$ cat config.mk
export PLATFORM = sky130hd
export DESIGN_NAME = rr_mux_stage_flat
export DESIGN_NICKNAME = d
export VERILOG_FILES = /design/src/rtl/rr_mux_stage_if.sv /design/src/rtl/rr_mux_stage.sv /design/src/flat_wrapper.sv
export SDC_FILE = /design/constraint.sdc
export NUM_CORES = 1
export LEC_CHECK = 0
export CAP_MARGIN = 20
export CORE_MARGIN = 8
export CORE_UTILIZATION = 30
export DETAILED_ROUTE_END_ITERATION = 16
export MAX_ROUTING_LAYER = met4
export PLACE_DENSITY = 0.66
export SYNTH_ARGS = -nofsm -noshare
export SYNTH_HDL_FRONTEND = slang
export SYNTH_SLANG_ARGS = --single-unit
$ cat constraint.sdc
create_clock -name clk -period 0.9 [get_ports clk]
set_input_delay 0.18 -clock clk [delete_from_list [all_inputs] [get_ports clk]]
set_output_delay 0.18 -clock clk [all_outputs]
set_load 0.02 [all_outputs]
$ cat src/rtl/rr_mux_stage_if.sv
// Handshake/bus bundle between two producers, the external Mux2 and the consumer of rr_mux_stage.
// The slave modport is the stage's view. The master modport is the view of its surroundings.
interface rr_mux_stage_if #(
    parameter int busSize = 8
);
    logic               in0_valid;
    logic               in0_ready;
    logic               in1_valid;
    logic               in1_ready;
    logic               sel;
    logic [busSize-1:0] mux_o;
    logic               out_valid;
    logic [busSize-1:0] out_data;
    logic               out_ready;
    logic               last_grant;

    modport master (
        output in0_valid, in1_valid, mux_o, out_ready,
        input  in0_ready, in1_ready, sel, out_valid, out_data, last_grant
    );

    modport slave (
        input  in0_valid, in1_valid, mux_o, out_ready,
        output in0_ready, in1_ready, sel, out_valid, out_data, last_grant
    );
endinterface

$ cat src/rtl/rr_mux_stage.sv
// Round-robin arbiter over two valid/ready streams that steers an external Mux2 and registers its output.
// Optional RR_MUX_STALL_CNT_EN adds a saturating 16-bit count of output-stall cycles.
//
// state | meaning
// EMPTY | output register holds no word (out_valid = 0)
// FULL  | output register holds a word awaiting the consumer (out_valid = 1)
module rr_mux_stage #(
    parameter int busSize = 8
) (
    input  logic                clk,
    input  logic                rst,
    rr_mux_stage_if.slave       bus
`ifdef RR_MUX_STALL_CNT_EN
    ,
    output logic [15:0]         stall_cnt
`endif
);

    typedef enum logic {
        EMPTY = 1'b0,
        FULL  = 1'b1
    } state_t;

    state_t             state;
    state_t             state_nxt;
    logic               prio;
    logic               grant;
    logic               space;
    logic               accept;
    logic [busSize-1:0] data_q;
    logic               last_grant_q;

    // A lone requester wins outright; otherwise the pointer decides.
    always_comb begin
        grant = prio;
        if (bus.in0_valid && !bus.in1_valid) begin
            grant = 1'b0;
        end else if (!bus.in0_valid && bus.in1_valid) begin
            grant = 1'b1;
        end
    end

    assign space  = (state == EMPTY) || bus.out_ready;
    assign accept = space && (bus.in0_valid || bus.in1_valid);

    always_ff @(posedge clk) begin
        if (rst) begin
            state        <= EMPTY;
            prio         <= 1'b0;
            data_q       <= '0;
            last_grant_q <= 1'b0;
        end else begin
            state <= state_nxt;
            if (accept) begin
                prio         <= ~grant;
                data_q       <= bus.mux_o;
                last_grant_q <= grant;
            end
        end
    end

    always_comb begin
        state_nxt = state;
        case (state)
            EMPTY: begin
                if (accept) begin
                    state_nxt = FULL;
                end
            end
            FULL: begin
                if (accept) begin
                    state_nxt = FULL;
                end else if (bus.out_ready) begin
                    state_nxt = EMPTY;
                end
            end
            default: state_nxt = EMPTY;
        endcase
    end

    always_comb begin
        bus.sel        = grant;
        bus.in0_ready  = accept && (grant == 1'b0);
        bus.in1_ready  = accept && (grant == 1'b1);
        bus.out_valid  = (state == FULL);
        bus.out_data   = data_q;
        bus.last_grant = last_grant_q;
    end

`ifdef RR_MUX_STALL_CNT_EN
    always_ff @(posedge clk) begin
        if (rst) begin
            stall_cnt <= 16'h0000;
        end else if ((state == FULL) && !bus.out_ready && (stall_cnt != 16'hFFFF)) begin
            stall_cnt <= stall_cnt + 16'h0001;
        end
    end
`endif

endmodule

$ cat src/flat_wrapper.sv
// flat-port wrapper written by rule: the top's interface ports become plain ports
module rr_mux_stage_flat 
#(
    parameter int busSize = 8
)
  (clk, rst, bus_in0_valid, bus_in1_valid, bus_mux_o, bus_out_ready, bus_in0_ready, bus_in1_ready, bus_sel, bus_out_valid, bus_out_data, bus_last_grant);
  rr_mux_stage_if #(.busSize(busSize)) bus_i ();
  input  logic clk;
  input  logic rst;
  input wire logic [$bits(bus_i.in0_valid)-1:0] bus_in0_valid;
  input wire logic [$bits(bus_i.in1_valid)-1:0] bus_in1_valid;
  input wire logic [$bits(bus_i.mux_o)-1:0] bus_mux_o;
  input wire logic [$bits(bus_i.out_ready)-1:0] bus_out_ready;
  output wire logic [$bits(bus_i.in0_ready)-1:0] bus_in0_ready;
  output wire logic [$bits(bus_i.in1_ready)-1:0] bus_in1_ready;
  output wire logic [$bits(bus_i.sel)-1:0] bus_sel;
  output wire logic [$bits(bus_i.out_valid)-1:0] bus_out_valid;
  output wire logic [$bits(bus_i.out_data)-1:0] bus_out_data;
  output wire logic [$bits(bus_i.last_grant)-1:0] bus_last_grant;
  assign bus_i.in0_valid = bus_in0_valid;
  assign bus_i.in1_valid = bus_in1_valid;
  assign bus_i.mux_o = bus_mux_o;
  assign bus_i.out_ready = bus_out_ready;
  assign bus_in0_ready = bus_i.in0_ready;
  assign bus_in1_ready = bus_i.in1_ready;
  assign bus_sel = bus_i.sel;
  assign bus_out_valid = bus_i.out_valid;
  assign bus_out_data = bus_i.out_data;
  assign bus_last_grant = bus_i.last_grant;
  rr_mux_stage #(.busSize(busSize)) u_core (.clk(clk), .rst(rst), .bus(bus_i));
endmodule
==> impl_metrics.csv <==
group,metric,value,unit
route,vias,551,
global_routing,antenna_found_initial,0,
clock_tree,insertion_delay,0.27,ns
floorplanning,core.rowCount,14,
setup_path,cp_num_buf_inv,1,
logic_synthesis,synth-seq-cells,11,
setup_path,crit_family,"flip-flops",
power,p_leak,0.416,nW
timing,layout_setup_ws,-0.359,ns
logic_synthesis,synthMuxAreaShare,0,
placed_design,dpl_cell_area,802,sq um
route,antenna_left,0,
power,power.total,1.33,mW
timing,fin_worst_skew,0.00621,ns
setup_path,cp_slowest_cell,"dfxtp_4",
floorplanning,die_w,55.5,um
flow_run,cap_viol_max_count,0,
logic_synthesis,synth_xor_xnor_area_share,0,
floorplanning,initial_utilization,0.315,
logic_synthesis,synth.top_cell.area_share,0.469,
clock_tree,cts_max_level,1,
timing,worst_pin_slew,0.186,ns
setup_path,rr_startpoint,"u_core.bus.out_valid",
global_routing,grt_first_pass_wirelength,2640,um
timing,fin_crit,1.26,ns
final_layout,finish.utilization,0.670,
placed_design,port_buffers,25,
power,vdd_drop_max,0.993,mV
power,pwr_density_cell,1340,nW/um^2
logic_synthesis,synth.cell_area,469,sq um
setup_path,worstPathCellList,"maj3_2 -> buf_6",
timing,setup_viol,17,
final_layout,n_fill_cell,117,
floorplanning,die-area,3090,sq um
clock_tree,clock-root-buffer,"clkbuf_4",
route,vias_per_cell,4.96,
logic_synthesis,synthesis.nets,66,
final_layout,area_growth,113,%
timing,rsz0062_at_grt,"yes",
global_routing,grt_usage,0.105,
logic_synthesis,synth_fa_ha_area_frac,0.0213,
setup_path,cp-startpoint,"u_core.prio",
clock_tree,cts_tree,"done",
clock_tree,numCtsBuffers,3,
route,routed_wl,1720,um
final_layout,final_cell_mix,"buf_6, buf_4, dfxtp_2",
logic_synthesis,ys_warn_count,0,
final_layout,stdcell_area,997,sq um
setup_path,setup.worst_path.class,"register to output pin",
status,violations,"setup timing",
route,post_drt_wl_per_cell,15.5,um
timing,slew_viol_final,0,
logic_synthesis,syn_inst,53,
global_routing,grt_max_degree,12,
setup_path,crit_path_end_kind,"output pin",
setup_path,cp.required,0.72,ns
logic_synthesis,synth_simple_gate_area_frac,0.192,
route,drtIter0Drc,9,
placed_design,routabilityCongestion,0.719,
setup_path,crit_path_start_kind,"register",
timing,fmax,795,MHz
status,status,"complete, but fails checks",
floorplanning,boundaryPins,26,
logic_synthesis,ys_seq_area_frac,0.469,
hold_path,hold_path.class,"input pin to register",
logic_synthesis,synth_cell_types,16,
hold_path,worstHoldStart,"bus_in1_valid",
setup_path,slowest_delay,0.37,ns
clock_tree,ctsHoldBuffers,0,
global_routing,grt_pass1_vias,554,
final_layout,final_common_cell,"buf_6",
timing,slew_headroom,0.876,
final_layout,diodes,0,
route,drt-pass1-iter-count,4,
floorplanning,die_height,55.5,um
clock_tree,clock-sinks,11,
logic_synthesis,yosys.area.top_type,"dfxtp_1",
global_routing,grt_remaining_overflow,0,
logic_synthesis,synth_compound_area_frac,0.248,
floorplanning,core,1490,sq um
route,drc_errors,0,
logic_synthesis,avgSynthCellArea,8.85,sq um
timing,finalCritPeriodShare,1.40,
clock_tree,cts_buffer_depth,2,
setup_path,crit_fanout,4,
clock_tree,clk_pin_slew,0.07,ns
final_layout,layout-drive-gt1-share,0.642,
logic_synthesis,synth_top_family_by_area,"compound AO/OA/AOI/OAI gates",
placed_design,dpl.hpwl,1070,um
final_layout,num-nets-final,109,
setup_path,cp.arrival,1.08,ns
logic_synthesis,synth_area_leaders,"dfxtp_1, nand3b_1, a21oi_1",
timing,finalHoldViolCount,0,
-- cell usage after synthesis --
library cell   n
a211oi_1       1
a21oi_1       11
a311oi_1       1
buf_2          2
buf_6          1
clkbuf_1       1
dfxtp_1       11
inv_1          2
maj3_1         1
nand2b_1       2
nand3_1        1
nand3b_1       8
nor2_2         1
nor2b_1        1
o21ai_0        7
o21ai_1        2
-- layer usage --
| metal | vias up | GRT usage | wire length (um) |
|---|---|---|---|
| met3 | 0 | 0.0502 | 140 |
| met2 | 18 | 0.170 | 830 |
| met5 | - | - | 0 |
| met4 | 0 | 0.0106 | 0 |
| li1 | 275 | - | - |
| met1 | 258 | 0.120 | 751 |
-- layout make-up --
class                           instances  area [sq um]  area share
Sequential cell                        11           236       0.237
Clock buffer                            4          26.3      0.0263
Multi-Input combinational cell         36           298       0.299
Tap cell                               16          20.0      0.0201
Timing Repair Buffer                   42           409       0.410
Inverter                                2          7.51     0.00753
-- path summary, 6_finish.rpt --
kind | endpoint | slack, ns | cells after the start
worst max register to register | u_core.bus.out_data[0] | -0.17 | 5
worst min register to register | u_core.bus.out_data[7] | 0.48 | 2
worst max-delay path | bus_sel | -0.36 | 2
worst min-delay path | u_core.bus.last_grant | 0.24 | 3
-- report_power, final --
part | switching (mW) | leakage (nW) | total (mW) | internal (mW)
Sequential | 0.0280 | 0.0949 | 0.556 | 0.528
Combinational | 0.195 | 0.306 | 0.438 | 0.243
Clock | 0.168 | 0.0150 | 0.340 | 0.172
Total | 0.391 | 0.416 | 1.33 | 0.942
-- worst reg2reg max path, delay by kind of cell, from the launching register on --
family,cells,cell delay [ns]
compound gates,2,0.21
simple gates,1,0.19
flops,1,0.35
buf+inv,2,0.24
-- state kept, by name, summed over array words and instances, names as in the netlist --
signal and count:
u_core.bus.out_valid 1, u_core.bus.last_grant 1, u_core.bus.out_data 8, u_core.prio 1
-- through the flow --
stage | TNS [ns] | cells | hold WS (ns) | worst slack (ns)
final | -2.64 | 111 | 0.238 | -0.359
after global routing | -3.40 | 111 | 0.244 | -0.385
after CTS | -2.28 | 108 | 0.405 | -0.364
after detailed placement | -10.45 | 99 | 0.463 | -0.892
after global placement | -10.11 | 99 | 0.459 | -0.867
after floorplan | -0.746 | 53 | 0.252 | -0.158
-- cells by family after synthesis --
logic type      after synthesis
compound gates               22
fa+ha+maj                     1
buf+inv                       6
flops                        11
simple gates                 13
-- timing repair --
| action | 4_1_cts | 5_1_grt |
|---|---|---|
| pin swaps | 3 | 7 |
| setup endpoints to repair | 24 | 24 |
| cloned | 2 | 0 |
| buffers inserted | 3 | 6 |
| resized for setup | 114 | 12 |
Power figures use the tool's default switching activity.
